$ cat src/rtl/alu_op_sequencer.sv
// Fetch/decode/execute control-step sequencer for register-register ALU instructions.
// Optional MUL/DIV support (ops 15/16, extra T6 step) is enabled by defining ALU_MULDIV_EN.
module alu_op_sequencer #(
  parameter int NUM_REGS    = 16,
  parameter int REG_IDX_W   = 4,
  parameter int OP_W        = 5,
  parameter int WAIT_CYCLES = 1
) (
  input  logic                Clock,
  input  logic                Clear,
  input  logic                start,
  input  logic [31:0]         ir,
  output logic                busy,
  output logic                done,
  output logic                illegal,
  output logic                PCout,
  output logic                MARin,
  output logic                IncPC,
  output logic                Zin,
  output logic                Zlowout,
  output logic                ZHighout,
  output logic                PCin,
  output logic                Read,
  output logic                MDRin,
  output logic                MDRout,
  output logic                IRin,
  output logic                Yin,
  output logic                LOin,
  output logic                HIin,
  output logic [NUM_REGS-1:0] reg_out_sel,
  output logic [NUM_REGS-1:0] reg_in_sel,
  output logic [OP_W-1:0]     alu_op
);

  localparam int CNT_W = (WAIT_CYCLES < 2) ? 1 : $clog2(WAIT_CYCLES + 1);

  typedef enum logic [3:0] {
    S_IDLE, S_T0, S_T1, S_T2, S_T3, S_T4, S_T5,
`ifdef ALU_MULDIV_EN
    S_T6,
`endif
    S_DONE
  } state_t;

  state_t                state_reg, state_next;
  logic [CNT_W-1:0]      wait_cnt_reg;
  logic [OP_W-1:0]       op_reg;
  logic [NUM_REGS-1:0]   ra_hot_reg, rc_hot_reg;
  logic                  illegal_reg;
`ifdef ALU_MULDIV_EN
  logic                  md_reg;
`endif

  // Instruction fields, packed downward from bit 26 below the opcode.
  logic [OP_W-1:0]       dec_op;
  logic [REG_IDX_W-1:0]  dec_ra, dec_rb, dec_rc;
  logic [NUM_REGS-1:0]   ra_hot, rb_hot, rc_hot;
  logic                  dec_alu, dec_md, dec_legal;
  logic                  ir_unused;

  assign dec_op    = ir[31 -: OP_W];
  assign dec_ra    = ir[26 -: REG_IDX_W];
  assign dec_rb    = ir[26-REG_IDX_W -: REG_IDX_W];
  assign dec_rc    = ir[26-2*REG_IDX_W -: REG_IDX_W];
  assign ir_unused = ^ir[26-3*REG_IDX_W:0];

  // An index outside the register file leaves its one-hot vector all zero.
  for (genvar gi = 0; gi < NUM_REGS; gi++) begin : g_hot
    assign ra_hot[gi] = (dec_ra == REG_IDX_W'(gi));
    assign rb_hot[gi] = (dec_rb == REG_IDX_W'(gi));
    assign rc_hot[gi] = (dec_rc == REG_IDX_W'(gi));
  end

  assign dec_alu = (dec_op <= OP_W'(8));
`ifdef ALU_MULDIV_EN
  assign dec_md    = (dec_op == OP_W'(15)) || (dec_op == OP_W'(16));
  assign dec_legal = (dec_alu || dec_md) && (|rb_hot) && (|rc_hot) && (dec_md || (|ra_hot));
`else
  assign dec_md    = 1'b0;
  assign dec_legal = dec_alu && !dec_md && (|rb_hot) && (|rc_hot) && (|ra_hot);
`endif

  always_ff @(posedge Clock) begin
    if (Clear) state_reg <= S_IDLE;
    else       state_reg <= state_next;
  end

  always_ff @(posedge Clock) begin
    if (Clear) begin
      wait_cnt_reg <= '0;
      op_reg       <= '0;
      ra_hot_reg   <= '0;
      rc_hot_reg   <= '0;
      illegal_reg  <= 1'b0;
`ifdef ALU_MULDIV_EN
      md_reg       <= 1'b0;
`endif
    end else begin
      if (state_reg == S_T0)
        wait_cnt_reg <= CNT_W'(WAIT_CYCLES);
      else if (state_reg == S_T1)
        wait_cnt_reg <= wait_cnt_reg - CNT_W'(1);
      // IR may change after T3, so execute steps use these captured fields.
      if (state_reg == S_T3) begin
        op_reg      <= dec_op;
        ra_hot_reg  <= ra_hot;
        rc_hot_reg  <= rc_hot;
        illegal_reg <= !dec_legal;
`ifdef ALU_MULDIV_EN
        md_reg      <= dec_md;
`endif
      end
    end
  end

  always_comb begin
    state_next = state_reg;
    case (state_reg)
      S_IDLE: if (start) state_next = S_T0;
      S_T0:   state_next = S_T1;
      S_T1:   if (wait_cnt_reg == CNT_W'(1)) state_next = S_T2;
      S_T2:   state_next = S_T3;
      S_T3:   state_next = dec_legal ? S_T4 : S_DONE;
      S_T4:   state_next = S_T5;
`ifdef ALU_MULDIV_EN
      S_T5:   state_next = md_reg ? S_T6 : S_DONE;
      S_T6:   state_next = S_DONE;
`else
      S_T5:   state_next = S_DONE;
`endif
      S_DONE: state_next = S_IDLE;
      default: state_next = S_IDLE;
    endcase
  end

  always_comb begin
    busy        = 1'b0;
    done        = 1'b0;
    illegal     = 1'b0;
    PCout       = 1'b0;
    MARin       = 1'b0;
    IncPC       = 1'b0;
    Zin         = 1'b0;
    Zlowout     = 1'b0;
    ZHighout    = 1'b0;
    PCin        = 1'b0;
    Read        = 1'b0;
    MDRin       = 1'b0;
    MDRout      = 1'b0;
    IRin        = 1'b0;
    Yin         = 1'b0;
    LOin        = 1'b0;
    HIin        = 1'b0;
    reg_out_sel = '0;
    reg_in_sel  = '0;
    alu_op      = '0;
    case (state_reg)
      S_T0: begin
        busy  = 1'b1;
        PCout = 1'b1;
        MARin = 1'b1;
        IncPC = 1'b1;
        Zin   = 1'b1;
      end
      S_T1: begin
        busy    = 1'b1;
        Zlowout = 1'b1;
        Read    = 1'b1;
        MDRin   = 1'b1;
        PCin    = (wait_cnt_reg == CNT_W'(WAIT_CYCLES));
      end
      S_T2: begin
        busy   = 1'b1;
        MDRout = 1'b1;
        IRin   = 1'b1;
      end
      S_T3: begin
        busy = 1'b1;
        if (dec_legal) begin
          reg_out_sel = rb_hot;
          Yin         = 1'b1;
        end
      end
      S_T4: begin
        busy        = 1'b1;
        reg_out_sel = rc_hot_reg;
        alu_op      = op_reg;
        Zin         = 1'b1;
      end
      S_T5: begin
        busy    = 1'b1;
        Zlowout = 1'b1;
`ifdef ALU_MULDIV_EN
        if (md_reg) LOin       = 1'b1;
        else        reg_in_sel = ra_hot_reg;
`else
        reg_in_sel = ra_hot_reg;
`endif
      end
`ifdef ALU_MULDIV_EN
      S_T6: begin
        busy     = 1'b1;
        ZHighout = 1'b1;
        HIin     = 1'b1;
      end
`endif
      S_DONE: begin
        done    = 1'b1;
        illegal = illegal_reg;
      end
      default: ;
    endcase
  end

endmodule

$ cat config.mk
export PLATFORM = sky130hd
export DESIGN_NAME = alu_op_sequencer
export DESIGN_NICKNAME = d
export VERILOG_FILES = /design/src/rtl/alu_op_sequencer.sv
export SDC_FILE = /design/constraint.sdc
export NUM_CORES = 1
export LEC_CHECK = 0
export ABC_AREA = 1
export CAP_MARGIN = 20
export CORE_MARGIN = 2
export CORE_UTILIZATION = 48
export DETAILED_ROUTE_END_ITERATION = 8
export PLACE_DENSITY = 0.86
export SLEW_MARGIN = 20
export SYNTH_ARGS = -nofsm -noshare
export SYNTH_HDL_FRONTEND = slang
export SYNTH_SLANG_ARGS = --single-unit
$ cat constraint.sdc
create_clock -name Clock -period 2.2 [get_ports Clock]
set_clock_uncertainty 0.15 [all_clocks]
set_input_delay 0.22 -clock Clock [delete_from_list [all_inputs] [get_ports Clock]]
set_output_delay 0.22 -clock Clock [all_outputs]
set_load 0.03 [all_outputs]
==> results of run 1 <==
## area by class of cell
type,count,area [um2]
Fill cell,453,1660
Multi-Input combinational cell,266,1210
Sequential cell,42,843
Timing Repair Buffer,74,669
Inverter,48,185
Tap cell,67,83.8
Clock buffer,6,82.6
Clock inverter,2,12.5
## cells by family (layout without fill, tap and decap cells)
kind of cell | count (synthesis) | after routing
flops | 42 | 42
compound gates | 78 | 78
other cells | 1 | 3
buf+inv | 71 | 130
simple gates | 185 | 185
## worst paths after layout
path	depth (start not counted)	startpoint	slack, ns	endpoint
min	2	ra_hot_reg[2]	0.31	ra_hot_reg[2]
min reg2reg	2	ra_hot_reg[2]	0.31	ra_hot_reg[2]
max	7	state_reg[1]	0.12	reg_out_sel[12]
max reg2reg	6	state_reg[1]	0.43	ra_hot_reg[13]
## power by group through the flow
stage / clock network (uW) / logic (uW) / registers (uW)
floorplan: 0 / 344 / 845
CTS: 524 / 476 / 829
global placement: 0 / 473 / 844
global route: 558 / 521 / 835
detailed placement: 0 / 485 / 846
finish: 512 / 475 / 829
## what timing repair did
action	4_1_cts	5_1_grt
endpoints found under the setup margin	22	15
gates resized for setup	22	5
buffers inserted	0	0
## worst max-delay path: stages, from the launching register on
cell and delay [ns]:
dfxtp_1 0.31, buf_4 0.15, nor2_4 0.12, nand2_4 0.13, inv_6 0.16, nand3_4 0.12, o21ai_0 0.23, buf_4 0.20
## layout by cell type, fill, tap and decap left out, drive strengths merged
cell / synthesis / routed
nand2: 86 / 86
nor2: 76 / 76
inv: 48 / 48
dfxtp: 42 / 42
a21oi: 40 / 40
o21ai: 38 / 38
buf: 17 / 26
clkdlybuf4s50: 0 / 24
dlygate4sd2: 0 / 21
nand3: 14 / 14
nand4: 6 / 6
clkbuf: 6 / 6
nor3: 3 / 3
conb: 1 / 3
dlymetal6s2s: 0 / 3
clkinvlp: 0 / 1
clkinv: 0 / 1
## through the flow
stage | hold WS, ns | power, uW | worst slack (ns)
3_5_place_dp | 0.297 | 1330 | 0.166
4_1_cts | 0.310 | 1830 | 0.00317
6_report | 0.306 | 1820 | 0.116
5_1_grt | 0.330 | 1910 | -0.00333
2_1_floorplan | 0.233 | 1190 | 0.165
3_3_place_gp | 0.292 | 1320 | 0.217
## per-layer routing
layer  track usage  vias to the layer above  wire (um)
li1              -                     1290          -
met5             0                        -          0
met4        0.0476                        0         11
met1         0.246                     1105       2560
met3        0.0542                        2        321
met2         0.366                       96       2700
==> results.sh, run 1 <==
export IMPL_synth_fa_ha_area_frac=0
export IMPL_drc=0
export IMPL_crit_arrival_ns=1.71
export IMPL_grt_max_degree=59
export IMPL_synthArstFlopShare=0
export IMPL_cp_required_ns=1.83
export IMPL_drive_gt1_frac=0.123
export IMPL_ctsLongestPathBuffers=2
export IMPL_status="finished, final reports clean"
export IMPL_numCtsBuffers=5
export IMPL_grt_pass1_wl_mm=8.93
export IMPL_yosys_warnings=0
export IMPL_routed_wl_mm=5.59
export IMPL_num_vias=2493
export IMPL_hold_path_class="flop to flop"
export IMPL_syn_area_mm2=0.00239
export IMPL_fmax_mhz=480
export IMPL_rows=25
export IMPL_seqPwrFrac=0.457
export IMPL_ys_ff_latch=42
export IMPL_yosys_area_share_simple=0.324
export IMPL_nets=472
export IMPL_pwr_share_comb=0.262
export IMPL_cp_max_fo=19
export IMPL_cts_root_buf="clkbuf_8"
export IMPL_setup_tns_final_ns=0
export IMPL_core_area_mm2=0.00475
export IMPL_cts_sinks=42
export IMPL_place_congestion=0.859
export IMPL_worst_slew_pin_slew_ns=0.573
export IMPL_syn_inst=377
export IMPL_cts_max_level=2
export IMPL_synth_edf_count=0
export IMPL_yosys_top_cells_area="dfxtp_1 35%, nand2_1 13%, nor2_1 11%, o21ai_0 7.5%, inv_1 7.2%"
export IMPL_final_cell_count_no_fill=505
export IMPL_boundaryPins=89
export IMPL_synth_main_ff_cell="dfxtp_1"
export IMPL_die_x_um=74.6
export IMPL_p_leak_uw=0.00132
export IMPL_critPathLaunchType="flop"
export IMPL_crit_path_end_kind="output port"
export IMPL_synthMuxAreaShare=0
export IMPL_postSynthAreaPerCell_um2=6.35
export IMPL_detail_route_antenna_nets=0
export IMPL_switchingPower_uw=594
export IMPL_drtIter0Drc=184
export IMPL_clkPwrFrac=0.282
export IMPL_synth_most_common_cell="nand2_1"
export IMPL_synth_cell_types=23
export IMPL_port_buffers=70
export IMPL_synth_top_family_by_area="simple AND/OR/NAND/NOR gates"
export IMPL_yosys_area_top_type="dfxtp_1"
export IMPL_slew_headroom=0.618
export IMPL_dp_hpwl_mm=4.13
export IMPL_start_util=0.503
export IMPL_stdcell_area_mm2=0.00309
export IMPL_synth_xor_area_share=0
export IMPL_cts_tree="built"
export IMPL_synth_top_cell_area_share=0.351
export IMPL_antenna_found_initial=0
export IMPL_grt_ovfl_total=0
export IMPL_drv_cap=0
export IMPL_syn2layout_area_growth_pct=29.2
export IMPL_grt_pass1_vias=2157
export IMPL_setup_viol_count_final=0
export IMPL_die_area_mm2=0.00556
export IMPL_peakVddDrop_v=0.000514
export IMPL_internal_power_uw=1220
export IMPL_swShare=0.327
export IMPL_diodes=0
export IMPL_holdBufCountCts=0
export IMPL_post_place_cells=497
export IMPL_viasPerCell=4.94
export IMPL_placed_cell_area_mm2=0.00301
export IMPL_cts_clk_slew_worst_paths_ns=0.08
export IMPL_synth_compound_area_frac=0.179
export IMPL_drtPass1Iterations=5
export IMPL_post_route_min_period_ns=2.08
export IMPL_min_period_over_period=0.947
export IMPL_hold_viol=0
export IMPL_final_core_util=0.650
export IMPL_grt_usage=0.205
export IMPL_p_per_area_mw_per_mm2=588
export IMPL_synth_top_cells_by_count="84 x nand2_1, 73 x nor2_1, 46 x inv_1"
export IMPL_insertion_delay_ns=0.29
export IMPL_drv_slew=0
export IMPL_fp_dieH_um=74.6
export IMPL_worst_setup_path_type="flop to output port"
export IMPL_synth_seq_area_share=0.351
export IMPL_post_drt_wl_per_cell_um=11.1
No activity file was read; power rests on OpenSTA's default activity.
==> run 2: changes to the inputs <==
--- a/config.mk
+++ b/config.mk
@@ -9,6 +9,7 @@
 export CAP_MARGIN = 20
 export CORE_MARGIN = 2
 export CORE_UTILIZATION = 48
+export CTS_CLUSTER_DIAMETER = 40
 export DETAILED_ROUTE_END_ITERATION = 8
 export PLACE_DENSITY = 0.86
 export SLEW_MARGIN = 20
==> results of run 2 <==
Final layout, timing and power as in run 1 (identical DEF).
